## src/rtl/multicycle_control_fsm.sv

```systemverilog
// multicycle_control_fsm: multi-cycle sequencer for the RV-subset datapath with memory stall, retire count and illegal trap
module multicycle_control_fsm #(
  parameter int CNT_W = 16
) (
  input  logic             clk,
  input  logic             rst,
  input  logic [6:0]       opcode,
  input  logic             zero,
  input  logic             mem_ready,
  output logic             ir_write,
  output logic             pc_write,
  output logic             pc_src,
  output logic             iord,
  output logic             mem_read,
  output logic             mem_write,
  output logic             reg_write,
  output logic             mem_to_reg,
  output logic [1:0]       alu_src_a,
  output logic [1:0]       alu_src_b,
  output logic [1:0]       alu_op,
  output logic             retire,
  output logic [CNT_W-1:0] instr_count,
  output logic             illegal,
  output logic [3:0]       state_o
);
  typedef enum logic [3:0] {
    FETCH    = 4'd0,
    DECODE   = 4'd1,
    EXEC_R   = 4'd2,
    R_WB     = 4'd3,
    MEM_ADDR = 4'd4,
    MEM_RD   = 4'd5,
    MEM_WB   = 4'd6,
    MEM_WR   = 4'd7,
    BRANCH   = 4'd8,
    TRAP     = 4'd9
  } state_t;
  localparam logic [6:0] OP_R   = 7'b0110011;
  localparam logic [6:0] OP_LD  = 7'b0000011;
  localparam logic [6:0] OP_SD  = 7'b0100011;
  localparam logic [6:0] OP_BEQ = 7'b1100011;
  state_t             state_q, state_d;
  logic [11:0]        ctrl_q, ctrl_d;
  logic               illegal_q, illegal_d;
  logic [CNT_W-1:0]   cnt_q, cnt_d;
  logic               go, fetch_done, retire_raw;
  // Moore control word per state: {pc_src, iord, mem_read, mem_write, reg_write, mem_to_reg, alu_src_a, alu_src_b, alu_op}
  function automatic logic [11:0] decode(input state_t s);
    case (s)
      FETCH:    decode = {6'b001000, 2'b00, 2'b01, 2'b00};
      DECODE:   decode = {6'b000000, 2'b00, 2'b10, 2'b00};
      EXEC_R:   decode = {6'b000000, 2'b01, 2'b00, 2'b10};
      R_WB:     decode = {6'b000010, 6'b000000};
      MEM_ADDR: decode = {6'b000000, 2'b01, 2'b10, 2'b00};
      MEM_RD:   decode = {6'b011000, 6'b000000};
      MEM_WB:   decode = {6'b000011, 6'b000000};
      MEM_WR:   decode = {6'b010100, 6'b000000};
      BRANCH:   decode = {6'b100000, 2'b01, 2'b00, 2'b01};
      default:  decode = 12'b0;
    endcase
  endfunction
  // next state, the control word it will present, and the sticky/count updates
  always_comb begin
    state_d = state_q;
    case (state_q)
      FETCH:    state_d = mem_ready ? DECODE : FETCH;
      DECODE:   state_d = (opcode == OP_R) ? EXEC_R :
                          (opcode == OP_LD || opcode == OP_SD) ? MEM_ADDR :
                          (opcode == OP_BEQ) ? BRANCH : TRAP;
      EXEC_R:   state_d = R_WB;
      R_WB:     state_d = FETCH;
      MEM_ADDR: state_d = (opcode == OP_LD) ? MEM_RD : MEM_WR;
      MEM_RD:   state_d = mem_ready ? MEM_WB : MEM_RD;
      MEM_WB:   state_d = FETCH;
      MEM_WR:   state_d = mem_ready ? FETCH : MEM_WR;
      BRANCH:   state_d = FETCH;
      TRAP:     state_d = TRAP;
      default:  state_d = FETCH;
    endcase
    fetch_done = (state_q == FETCH) && mem_ready;
    retire_raw = (state_q inside {R_WB, MEM_WB, BRANCH}) || ((state_q == MEM_WR) && mem_ready);
    ctrl_d     = decode(state_d);
    illegal_d  = illegal_q | (state_d == TRAP);
    cnt_d      = cnt_q + CNT_W'(retire_raw);
  end
  // state and registered control word; reset lands in FETCH with its controls preloaded
  always_ff @(posedge clk or posedge rst) begin
    if (rst) begin
      state_q   <= FETCH;
      ctrl_q    <= decode(FETCH);
      illegal_q <= 1'b0;
      cnt_q     <= '0;
    end else begin
      state_q   <= state_d;
      ctrl_q    <= ctrl_d;
      illegal_q <= illegal_d;
      cnt_q     <= cnt_d;
    end
  end
  assign go          = ~rst;
  assign {pc_src, iord, mem_read, mem_write, reg_write, mem_to_reg, alu_src_a, alu_src_b, alu_op} = go ? ctrl_q : 12'b0;
  assign ir_write    = go & fetch_done;
  assign pc_write    = go & (fetch_done | ((state_q == BRANCH) & zero));
  assign retire      = go & retire_raw;
  assign instr_count = go ? cnt_q : '0;
  assign illegal     = go & illegal_q;
  assign state_o     = go ? state_q : 4'd0;
endmodule

```

## config.mk

```make
export PLATFORM = sky130hd
export DESIGN_NAME = multicycle_control_fsm
export DESIGN_NICKNAME = d
export VERILOG_FILES = /design/src/rtl/multicycle_control_fsm.sv
export SDC_FILE = /design/constraint.sdc
export NUM_CORES = 1
export LEC_CHECK = 0
export ABC_AREA = 1
export BUFFER_PORTS_ARGS = -buffer_cell sky130_fd_sc_hd__buf_2
export CORE_ASPECT_RATIO = 2
export CORE_UTILIZATION = 55
export CTS_CLUSTER_SIZE = 10
export DETAILED_ROUTE_END_ITERATION = 6
export PLACE_DENSITY = 0.82
export SLEW_MARGIN = 0
export SYNTH_ARGS = -nofsm -noshare
export SYNTH_HDL_FRONTEND = slang
export SYNTH_SLANG_ARGS = --single-unit
```

## constraint.sdc

```tcl
create_clock -name clk -period 4.89 [get_ports clk]
set_input_delay 0.489 -clock clk [delete_from_list [all_inputs] [get_ports clk]]
set_output_delay 0.489 -clock clk [all_outputs]
set_load 0.05 [all_outputs]
```

* After elaboration in Yosys (flattened, before gate mapping)
Memory sizes are Yosys's and may differ from the RTL's. A register that Yosys moved wholly into a read port is not among the register bits. Cells that the tools add are included.
Storage, ports and cells: bits in registers 33, ROM bits 176, input port bits 11, logic and storage cells 45, memories 1
Operators by class: add/sub/neg operators 1, equality and inequality tests 14, mux-type cells 11, bitwise operators 8, reduce and logical (&&, ||, !) cells 6
Memories:
- (no name shown) | depth 16, bits a word 11, read ports 1, clocked after Yosys merged registers in 1, wr ports 0, line 49 | case (s)
Operator list (number):
- $pmux W4 S7 | 1
- $add A16 B1 Y16 | 1
- $eq A4 B3 Y1 const B | 4
- $mux W16 | 1
- $eq A7 B6 Y1 const B | 2
- $eq A4 B4 Y1 const B | 3
- $mux W12 | 1
- $mux W4 | 3
- $eq A4 B2 Y1 const B | 2
- $eq A7 B2 Y1 const B | 1
- $eq A7 B7 Y1 const B | 1
- $and A1 B1 Y1 | 5
- $eq A4 B1 Y1 const B | 1
- $logic_not A4 Y1 | 1
- $mux W2 | 2
- $mux W3 | 1
- $reduce_bool A3 Y1 | 1
- $logic_and A1 B1 Y1 | 2
- $logic_or A1 B1 Y1 | 2
- $mux W1 | 2
- $or A1 B1 Y1 | 2
- $not A1 Y1 | 1

* Logic depth before layout (Yosys ltp)
depth in word-level cells 7, gate-level depth with buffers 15

* Least setup slack after synthesis
No wires, ideal clock.
kind input to output, from input rst, to output alu_op[0], data arrival time 1891 ps, data required time 4401 ps, path slack 2510 ps, stages on the path 4, path through clkbuf_1 -> clkbuf_1 -> nor2_1 -> buf_4
On the way: word-level cells in the longest chain between the ends 1
RTL lines:
- start, declared | line 6 | input logic rst,
- $mux W12 | line 101 | assign {pc_src, iord, mem_read, mem_write, reg_write, mem_to_reg, alu_src_a, alu_src_b, alu_op} = go ? ctrl_q ...
- end, declared | line 20 | output logic [1:0] alu_op,
No other way between the ends.

* Final worst setup path
from register state_q[0], to register cnt_q[14]
On the way: word-level cells in the longest chain between the ends 4
RTL lines:
- start, declared | line 42 | state_t state_q, state_d;
- start signal, assigned | line 94 | state_q <= state_d;
- $eq A4 B2 Y1, or another cell as far along | line 81 | retire_raw = (state_q inside {R_WB, MEM_WB, BRANCH}) || ((state_q == MEM_WR) && mem_ready);
- $reduce_bool A3 Y1 / $logic_and A1 B1 Y1 (equally long branches) | line 81
- $logic_or A1 B1 Y1 * | line 81
- $add A16 B1 Y16 * | line 84 | cnt_d = cnt_q + CNT_W'(retire_raw);
- via cnt_d[14] | line 45 | logic [CNT_W-1:0] cnt_q, cnt_d;
- end signal, assigned | line 97 | cnt_q <= cnt_d;
- end, declared | line 45
The timed path passes the listed nets; every way through them passes the cells marked *.

==> metrics.csv <==
stage,metric,value,unit
outcome,status,"complete, no violations",
global_routing,number of global-route vias before repair,1540,
global_routing,initial antenna violation count,0,
global_routing,first-pass GRT wire length,6370,microns
floorplan,die area,3580,sq um
clock_tree,CTS tree,yes,
drt,Final ANT Viol Nets,0,
clock_tree,clk root buf,clkbuf_8,
yosys,Area contributors post-synth,"dfrtp_1 40%, nor2_1 12%, inv_1 8.8%",
yosys,share of the synthesized area in the top cell type,0.396,
cells_and_area,final core utilization,0.692,
yosys,"Seq/Total Area, Yosys",0.424,
critical_path,Setup CP Type,register to register,
cells_and_area,antenna cells,0,
critical_path,Critical Path Source Type,register,
yosys,"flops & latches, synth",31,
yosys,Synthesis Warnings,0,
clock_tree,Max clock buf depth,2,
floorplan,initial core utilization,0.581,
worst_hold_path,HP Class,input pin to async pin,
floorplan,row cnt,29,
sta,Fin Clk Skew,6.26,ps
clock_tree,total CTS buffers,5,
yosys,mapped cell area,1830,sq um
sta,post-route setup TNS,0,ps
yosys,Cell variety after synth,30,
yosys,Synth area leader,dfrtp_1,
sta,Slew Limit Fails,0,
global_routing,GR Util met2,0.452,
drt,DRC Markers,0,
critical_path,CP Data Arrival Time,2500,ps
sta,Rel. slew slack,0.611,
placed_design,I/O Buffers,45,
sta,Final Setup Violations,0,
cells_and_area,P&R area growth vs syn,19.2,%
clock_tree,Worst-Skew Late Latency,280,ps
critical_path,WP data required,5090,ps
clock_tree,CTS resizes,0,
global_routing,total grt overflow,0,
drt,via count,1573,
yosys,Post-Syn Instances,244,
clock_tree,postcts setup bufs,0,
cells_and_area,share of cells above drive strength 1,0.296,
floorplan,Ports,47,
global_routing,grt peak-use layer,met2,
sta,final period utilization,0.470,
yosys,Synth Net Count,257,
critical_path,Reg2Reg Depth,14,
drt,DRT Wirelength,3670,microns
drt,1st-pass router iterations,4,
placed_design,Placed Cells,314,
drt,Vias/cell,4.89,
yosys,mean post-synth cell area,7.52,sq um
placed_design,HPWL Detailed,2920,microns
power,overall power,1.11,mW
cells_and_area,fin cells,322,
floorplan,Chip Width,42.8,microns
sta,Period minus WS final,2300,ps
sta,RSZ-0062 raised after global routing,no,
placed_design,GPL Wtd Cong,0.843,
drt,Routed WL per cell,11.4,microns
cells_and_area,"commonest non-fill, non-tap cell in the layout",nor2_1,
critical_path,CP max FO,7,
drt,DRT iter0 DRCs,22,
clock_tree,H-tree Lvls,2,
global_routing,M3 GR Usage,0.0281,
clock_tree,count of hold-fix buffers inserted at cts,0,
power,P_leak,1.30,nW
clock_tree,TritonCTS Sinks,31,
power,PwrDens,506,nW/um^2
cells_and_area,final net count,303,
global_routing,largest net degree at the start of global routing,36,
power,Max IR drop VDD,0.000385,V
floorplan,Die Y,83.7,microns
cells_and_area,"commonest non-fill, non-tap cells in the layout","61 x nor2_1, 45 x buf_2, 43 x inv_1",
clock_tree,clk slew on worst S/H paths,60,ps
sta,final hold viol count,0,
run,number of max-cap violations,0,
sta,maximum clock rate,435,MHz
global_routing,met1 usage,0.228,
global_routing,GRT Util Overall,0.236,
sta,Slew @ Worst Pin,583,ps
floorplan,core box area,3160,sq um
critical_path,Worst Setup End Kind,register,
## logic make-up after synthesis
group,Yosys count,synth area share
and+or+nand+nor,131,0.345
buffers and inverters,58,0.126
DFF,31,0.424
xor gates and xnor gates,12,0.0573
AOI/OAI and AO/OA,9,0.0314
other,1,0.00204
adders and majority gates,2,0.0136
## report_power, final
group | leakage [nW] | switching, mW | total [mW] | internal, mW
sequential | 0.381 | 0.0437 | 0.359 | 0.316
clock | 0.0612 | 0.0907 | 0.255 | 0.165
combinational | 0.854 | 0.356 | 0.492 | 0.136
total | 1.30 | 0.490 | 1.11 | 0.617
## worst paths after layout
path / endpoint / slack, ps / from
max: cnt_q[14] / 2590 / state_q[0]
min: ctrl_q[0] / 440 / rst
max reg2reg: cnt_q[14] / 2590 / state_q[0]
min reg2reg: illegal_q / 460 / illegal_q
max in group asynchronous: state_q[0] / 3840 / rst
min in group clk: illegal_q / 460 / illegal_q
## through the flow
| step | worst slack, ps | hold slack [ps] | instance area, sq um |
|---|---|---|---|
| after floorplan | 2510 | 421 | 1830 |
| after global placement | 2700 | 440 | 2070 |
| after detailed placement | 2590 | 448 | 2070 |
| after CTS | 2580 | 434 | 2190 |
| after global routing | 2250 | 486 | 2190 |
| final | 2590 | 436 | 2190 |
## cell type report
class	instances	area (sq um)
fill	266	971
clock inverter	2	35.0
multi-input combinational	155	825
sequential	31	778
tap	31	38.8
timing repair buffer	46	233
clock buffer	6	82.6
inverter	51	194
## worst max-delay path, stage by stage, from the launching register on
cell	delay, ps
dfrtp_1	460
inv_2	160
nand2_2	90
nor2_1	130
a31oi_1	70
nand2_1	100
ha_1	160
ha_1	180
nand2_1	70
nor2_2	130
nand3_2	120
nor2_2	140
nand3_1	120
nor2_1	130
xor2_1	150
## state kept, by name, indices dropped and copies added (netlist names)
register / count
ctrl_q: 10
state_q: 4
cnt_q: 16
illegal_q: 1
## Yosys cell counts (all sizes together)
master / n
a21oi: 5
a31oi: 1
buf: 3
clkbuf: 4
clkinv: 1
conb: 1
dfrtp: 29
dfstp: 2
ha: 2
inv: 50
nand2: 40
nand3: 14
nand4: 3
nor2: 70
nor3: 3
nor4: 1
o2111ai: 1
o21ai: 2
xor2: 12
## per-layer routing
layer	routed length [microns]	share of wire
met4	85	0.023
met3	120	0.033
met5	0	0
met2	2170	0.59
met1	1300	0.35
Note: power is estimated with default switching activity, not from simulation.
